$ cat config.mk
export PLATFORM = sky130hd
export DESIGN_NAME = core_bus_arbiter
export DESIGN_NICKNAME = d
export VERILOG_FILES = /design/src/rtl/core_bus_arbiter.sv
export SDC_FILE = /design/constraint.sdc
export NUM_CORES = 1
export LEC_CHECK = 0
export ABC_AREA = 1
export CAP_MARGIN = 25
export CORE_MARGIN = 4
export CORE_UTILIZATION = 35
export DETAILED_ROUTE_END_ITERATION = 10
export HOLD_SLACK_MARGIN = 0.1
export PLACE_DENSITY = 0.82
export SYNTH_ARGS = -nofsm -noshare
export SYNTH_HDL_FRONTEND = slang
export SYNTH_SLANG_ARGS = --single-unit
export TNS_END_PERCENT = 1
$ cat constraint.sdc
create_clock -name clk -period 1.64 [get_ports clk]
set_input_delay 0.328 -clock clk [delete_from_list [all_inputs] [get_ports clk]]
set_output_delay 0.328 -clock clk [all_outputs]
set_load 0.01 [all_outputs]
$ cat src/rtl/core_bus_arbiter.sv
//==============================================================================
// Module      : core_bus_arbiter
// Description : Shares one single-beat memory port between the core's ibus and
//               dbus. At most one transaction is outstanding, and responses are
//               routed back to whichever side was granted.
// Config      : ARB_ROUND_ROBIN_EN - when defined, a tie is won by the side
//               that was not granted last; otherwise dbus always wins a tie.
// Revision    : 1.0 - initial release
//==============================================================================
`default_nettype none

module core_bus_arbiter #(
    parameter int ADDR_W = 32,
    parameter int DATA_W = 32
) (
    input  logic                clk,
    input  logic                resetn,
    // instruction bus
    input  logic                ireq_valid,
    input  logic [ADDR_W-1:0]   ireq_addr,
    output logic                iresp_addr_ok,
    output logic                iresp_data_ok,
    output logic [DATA_W-1:0]   iresp_data,
    // data bus
    input  logic                dreq_valid,
    input  logic [ADDR_W-1:0]   dreq_addr,
    input  logic [2:0]          dreq_size,
    input  logic [DATA_W/8-1:0] dreq_strobe,
    input  logic [DATA_W-1:0]   dreq_data,
    output logic                dresp_addr_ok,
    output logic                dresp_data_ok,
    output logic [DATA_W-1:0]   dresp_data,
    // memory port
    output logic                mreq_valid,
    output logic [ADDR_W-1:0]   mreq_addr,
    output logic [2:0]          mreq_size,
    output logic [DATA_W/8-1:0] mreq_strobe,
    output logic [DATA_W-1:0]   mreq_data,
    input  logic                mresp_addr_ok,
    input  logic                mresp_data_ok,
    input  logic [DATA_W-1:0]   mresp_data,
    // status
    output logic                busy,
    output logic                grant_d
);

    localparam int STRB_W = DATA_W / 8;

    typedef enum logic [1:0] {
        S_IDLE = 2'd0,
        S_ADDR = 2'd1,
        S_DATA = 2'd2
    } state_t;

    state_t              r_state;
    logic                r_mreq_valid;
    logic [ADDR_W-1:0]   r_mreq_addr;
    logic [2:0]          r_mreq_size;
    logic [STRB_W-1:0]   r_mreq_strobe;
    logic [DATA_W-1:0]   r_mreq_data;
    logic                r_grant_d;

    logic                w_any_req;
    logic                w_win_d;
    logic                w_in_addr;
    logic                w_in_xfer;

    assign w_any_req = ireq_valid | dreq_valid;

`ifdef ARB_ROUND_ROBIN_EN
    // Remembers the side granted most recently; resets to ibus so the first tie goes to dbus.
    logic r_last_d;

    assign w_win_d = dreq_valid & (~ireq_valid | ~r_last_d);

    always_ff @(posedge clk or negedge resetn) begin
        if (!resetn) begin
            r_last_d <= 1'b0;
        end else if (r_state == S_IDLE && w_any_req) begin
            r_last_d <= w_win_d;
        end
    end
`else
    assign w_win_d = dreq_valid;
`endif

    always_ff @(posedge clk or negedge resetn) begin
        if (!resetn) begin
            r_state       <= S_IDLE;
            r_mreq_valid  <= 1'b0;
            r_mreq_addr   <= '0;
            r_mreq_size   <= 3'd0;
            r_mreq_strobe <= '0;
            r_mreq_data   <= '0;
            r_grant_d     <= 1'b0;
        end else begin
            case (r_state)
                S_IDLE: begin
                    if (w_any_req) begin
                        r_grant_d    <= w_win_d;
                        r_mreq_valid <= 1'b1;
                        r_state      <= S_ADDR;
                        if (w_win_d) begin
                            r_mreq_addr   <= dreq_addr;
                            r_mreq_size   <= dreq_size;
                            r_mreq_strobe <= dreq_strobe;
                            r_mreq_data   <= dreq_data;
                        end else begin
                            r_mreq_addr   <= ireq_addr;
                            r_mreq_size   <= 3'd2;
                            r_mreq_strobe <= '0;
                            r_mreq_data   <= '0;
                        end
                    end
                end
                S_ADDR: begin
                    // A same-cycle data_ok completes the transfer without visiting S_DATA.
                    if (mresp_addr_ok) begin
                        r_mreq_valid <= 1'b0;
                        r_state      <= mresp_data_ok ? S_IDLE : S_DATA;
                    end
                end
                S_DATA: begin
                    if (mresp_data_ok) begin
                        r_state <= S_IDLE;
                    end
                end
                default: begin
                    r_state      <= S_IDLE;
                    r_mreq_valid <= 1'b0;
                end
            endcase
        end
    end

    assign w_in_addr = (r_state == S_ADDR);
    assign w_in_xfer = (r_state == S_ADDR) | (r_state == S_DATA);

    assign iresp_addr_ok = mresp_addr_ok & w_in_addr & ~r_grant_d;
    assign dresp_addr_ok = mresp_addr_ok & w_in_addr &  r_grant_d;
    assign iresp_data_ok = mresp_data_ok & w_in_xfer & ~r_grant_d;
    assign dresp_data_ok = mresp_data_ok & w_in_xfer &  r_grant_d;
    assign iresp_data    = mresp_data;
    assign dresp_data    = mresp_data;

    assign mreq_valid  = r_mreq_valid;
    assign mreq_addr   = r_mreq_addr;
    assign mreq_size   = r_mreq_size;
    assign mreq_strobe = r_mreq_strobe;
    assign mreq_data   = r_mreq_data;
    assign busy        = (r_state != S_IDLE);
    assign grant_d     = r_grant_d;

endmodule

`default_nettype wire

==> results by group <==
Floorplan
  – DIE AREA: 12,900 um^2
  – Height of the die: 113 um
  – Total core area: 10,800 um^2
  – # IOs: 283
  – DIE WIDTH: 113 um
  – Starting Density: 0.359
  – Num rows: 38

Pwr
  – Final Power: 0.00909 W
  – Clock Power Share: 0.187
  – Combinational share of power: 0.471
  – Int Power: 0.00588 W
  – Peak supply drop: 0.778 mV
  – Flop pwr share: 0.342
  – Switch share: 0.352
  – Psw: 0.00320 W
  – Leakage: 3.04 nW
  – PD cells: 1580 nW/um^2

Clock network
  – CTS tree: yes
  – CTS Buf Count: 9
  – H-tree levels: 3
  – Clock sink total: 75
  – Setup bufs post-CTS: 0
  – Clock transition at path regs: 0.08 ns
  – CTS root buffer: clkbuf_8
  – Clk_lat worst skew: 0.34 ns
  – Maximum clock path buffer count: 2

Global routing
  – GRT overflow: 0
  – Initial antenna violation count: 0
  – Largest net degree at the start of global routing: 76
  – Total track usage: 0.155
  – Vias in the first global route: 3,497
  – First-pass GRT wire length: 16.1 mm

Min path
  – WHS Path Cells: 2
  – Hold crit path type: reg2reg
  – Critical hold path startpoint: mreq_data[9]$_DFFE_PN0P_
  – Hold path endpoint: mreq_data[9]$_DFFE_PN0P_

Placed design
  – Detailed Place HPWL: 7.59 mm
  – I/O Buffers: 186
  – Area after DPL: 5460 um^2
  – Gp weighted congestion: 0.842

Route
  – Via count: 3,538
  – Antenna Nets Post-Route: 0
  – Avg WL per Cell: 12.9 um
  – Drt drc: 0
  – DRT iter0 DRCs: 245
  – DR vias/cell: 4.52
  – First-pass iteration count of the detailed router: 4
  – Total routed wirelength: 10.1 mm

Timing
  – Worst-Margin Slew: 0.482 ns
  – Setup TNS: -0.0909 ns
  – Hold Violations, Final: 0
  – Clock period minus worst slack: 1.67 ns
  – Fmax: 598 MHz
  – Final setup fails: 4
  – RSZ-0062 raised after global routing: true
  – Final period utilization: 1.02
  – Final worst-path setup slack: -0.0310 ns
  – Slew headroom: 0.679
  – Clk_skew: 0.0123 ns
  – WHS: 0.472 ns
  – Max Transition Viols Final: 0

Logic synthesis
  – Yosys reg bits: 75
  – Synthesized area per cell: 7.64 um^2
  – Synth unique cells: 15
  – Sequential area share after synthesis: 0.482
  – Post-Syn Instances: 509
  – Syn Std Cell Area: 3890 um^2
  – Syn nets: 654
  – Synthesis Warnings: 0

Run status
  – Status: finished, violations left
  – Violated checks: setup timing

Layout
  – Diodes inserted: 0
  – Final layout net count: 783
  – Most frequent cells in the layout: nand2_1 (316), clkdlybuf4s50_1 (169), dfrtp_1 (75)
  – Final Cell Area: 5750 um^2
  – Utilization after layout: 0.530
  – Most common cell after layout, fill and taps aside: nand2_1
  – Synthesis-to-finish area growth: 47.7%
  – # fillers: 985
  – Share of cells above drive strength 1: 0.0731

Setup path
  – Setup crit end kind: output pin
  – Reg2Reg Depth: 8
  – Crit Path Class: reg2out
  – Critical Path AT: 1.34 ns
  – Crit Path Max Fanout: 3
  – Reg2Reg Launch Point: r_state[0]$_DFFE_PN0P_
  – Startpoint class of the critical path: flip-flop
  – Register-to-register setup slack: 0.15 ns
  – CP required: 1.31 ns
  – Reg-to-reg endpoint: mreq_addr[30]$_DFFE_PN0P_

Job
  – Max-cap viol count: 0
==> per-stage QoR <==
| stage | std cells | setup slack [ns] |
|---|---|---|
| 2_1_floorplan | 509 | 0.334 |
| 3_3_place_gp | 766 | -0.288 |
| 3_5_place_dp | 766 | -0.328 |
| 4_1_cts | 783 | -0.0497 |
| 5_1_grt | 783 | -0.108 |
| 6_report | 783 | -0.0310 |
==> cell usage after synthesis <==
cell	n	share of area
buf_2	11	0.014
buf_4	71	0.14
buf_6	3	0.0087
dfrtp_1	75	0.48
ha_1	4	0.013
inv_1	10	0.0096
inv_2	1	0.00096
inv_4	1	0.0016
nand2_1	317	0.31
nand3_1	3	0.0039
nand4_1	2	0.0032
nor2_1	6	0.0058
nor2_8	2	0.010
nor3_1	2	0.0026
o21ai_0	1	0.0013
==> metal layers <==
layer  track usage  routed length, um
met5             0                  0
met4        0.0657                192
met3        0.0578               1140
met2         0.260               4730
met1         0.178               4030
==> cell families (layout without fill, tap and decap cells) <==
logic type               count (synthesis)  count (layout)  share of synthesized area
buffers and inverters                   97             231                      0.172
adder cells (fa/ha/maj)                  4               4                     0.0129
AND/OR/NAND/NOR                        332             332                      0.332
flip-flops                              75              75                      0.482
AO/OA/AOI/OAI                            1               1                    0.00128
==> critical path: stages (launching register included) <==
cell and delay (ns):
dfrtp_1 0.40, inv_2 0.10, ha_2 0.19, nand2_2 0.07, nor2_1 0.09, buf_2 0.14
==> layout make-up <==
| cell class | count | area [um^2] | area share |
|---|---|---|---|
| Inverter | 12 | 50.0 | 0.00871 |
| Clock inverter | 6 | 113 | 0.0196 |
| Tap cell | 140 | 175 | 0.0305 |
| Sequential cell | 75 | 1880 | 0.327 |
| Clock buffer | 10 | 128 | 0.0222 |
| Timing Repair Buffer | 203 | 2030 | 0.354 |
| Multi-Input combinational cell | 337 | 1370 | 0.239 |
==> state kept, by name, indices dropped and copies added (netlist names) <==
signal       cells
mreq_addr       32
mreq_data       32
mreq_strobe      4
mreq_size        3
r_state          2
grant_d          1
mreq_valid       1
==> power groups by stage <==
stage / clock network, W / registers [W] / logic [W]
finish: 0.00170 / 0.00311 / 0.00428
global route: 0.00184 / 0.00322 / 0.00470
CTS: 0.00174 / 0.00311 / 0.00435
detailed placement: 0 / 0.00313 / 0.00433
global placement: 0 / 0.00312 / 0.00423
floorplan: 0 / 0.00350 / 0.00172
==> worst max path at each step <==
stage | end | start | depth (start not counted)
floorplan | dresp_data_ok | r_state[0]$_DFFE_PN0P_ | 4
global placement | dresp_data_ok | mresp_data_ok | 4
detailed placement | dresp_data_ok | mresp_data_ok | 4
CTS | dresp_data_ok | r_state[1]$_DFFE_PN0P_ | 5
global route | dresp_data_ok | r_state[1]$_DFFE_PN0P_ | 5
finish | iresp_addr_ok | r_state[1]$_DFFE_PN0P_ | 5
==> what timing repair did <==
action | 4_1_cts | 5_1_grt
resized for setup | 25 | 12
pin swaps | 1 | 0
gates cloned | 0 | 0
endpoints found under the hold margin | 75 | 0
endpoints found under the setup margin | 15 | 85
hold buffers | 1 | 0
(Power assumes the default switching activity.)
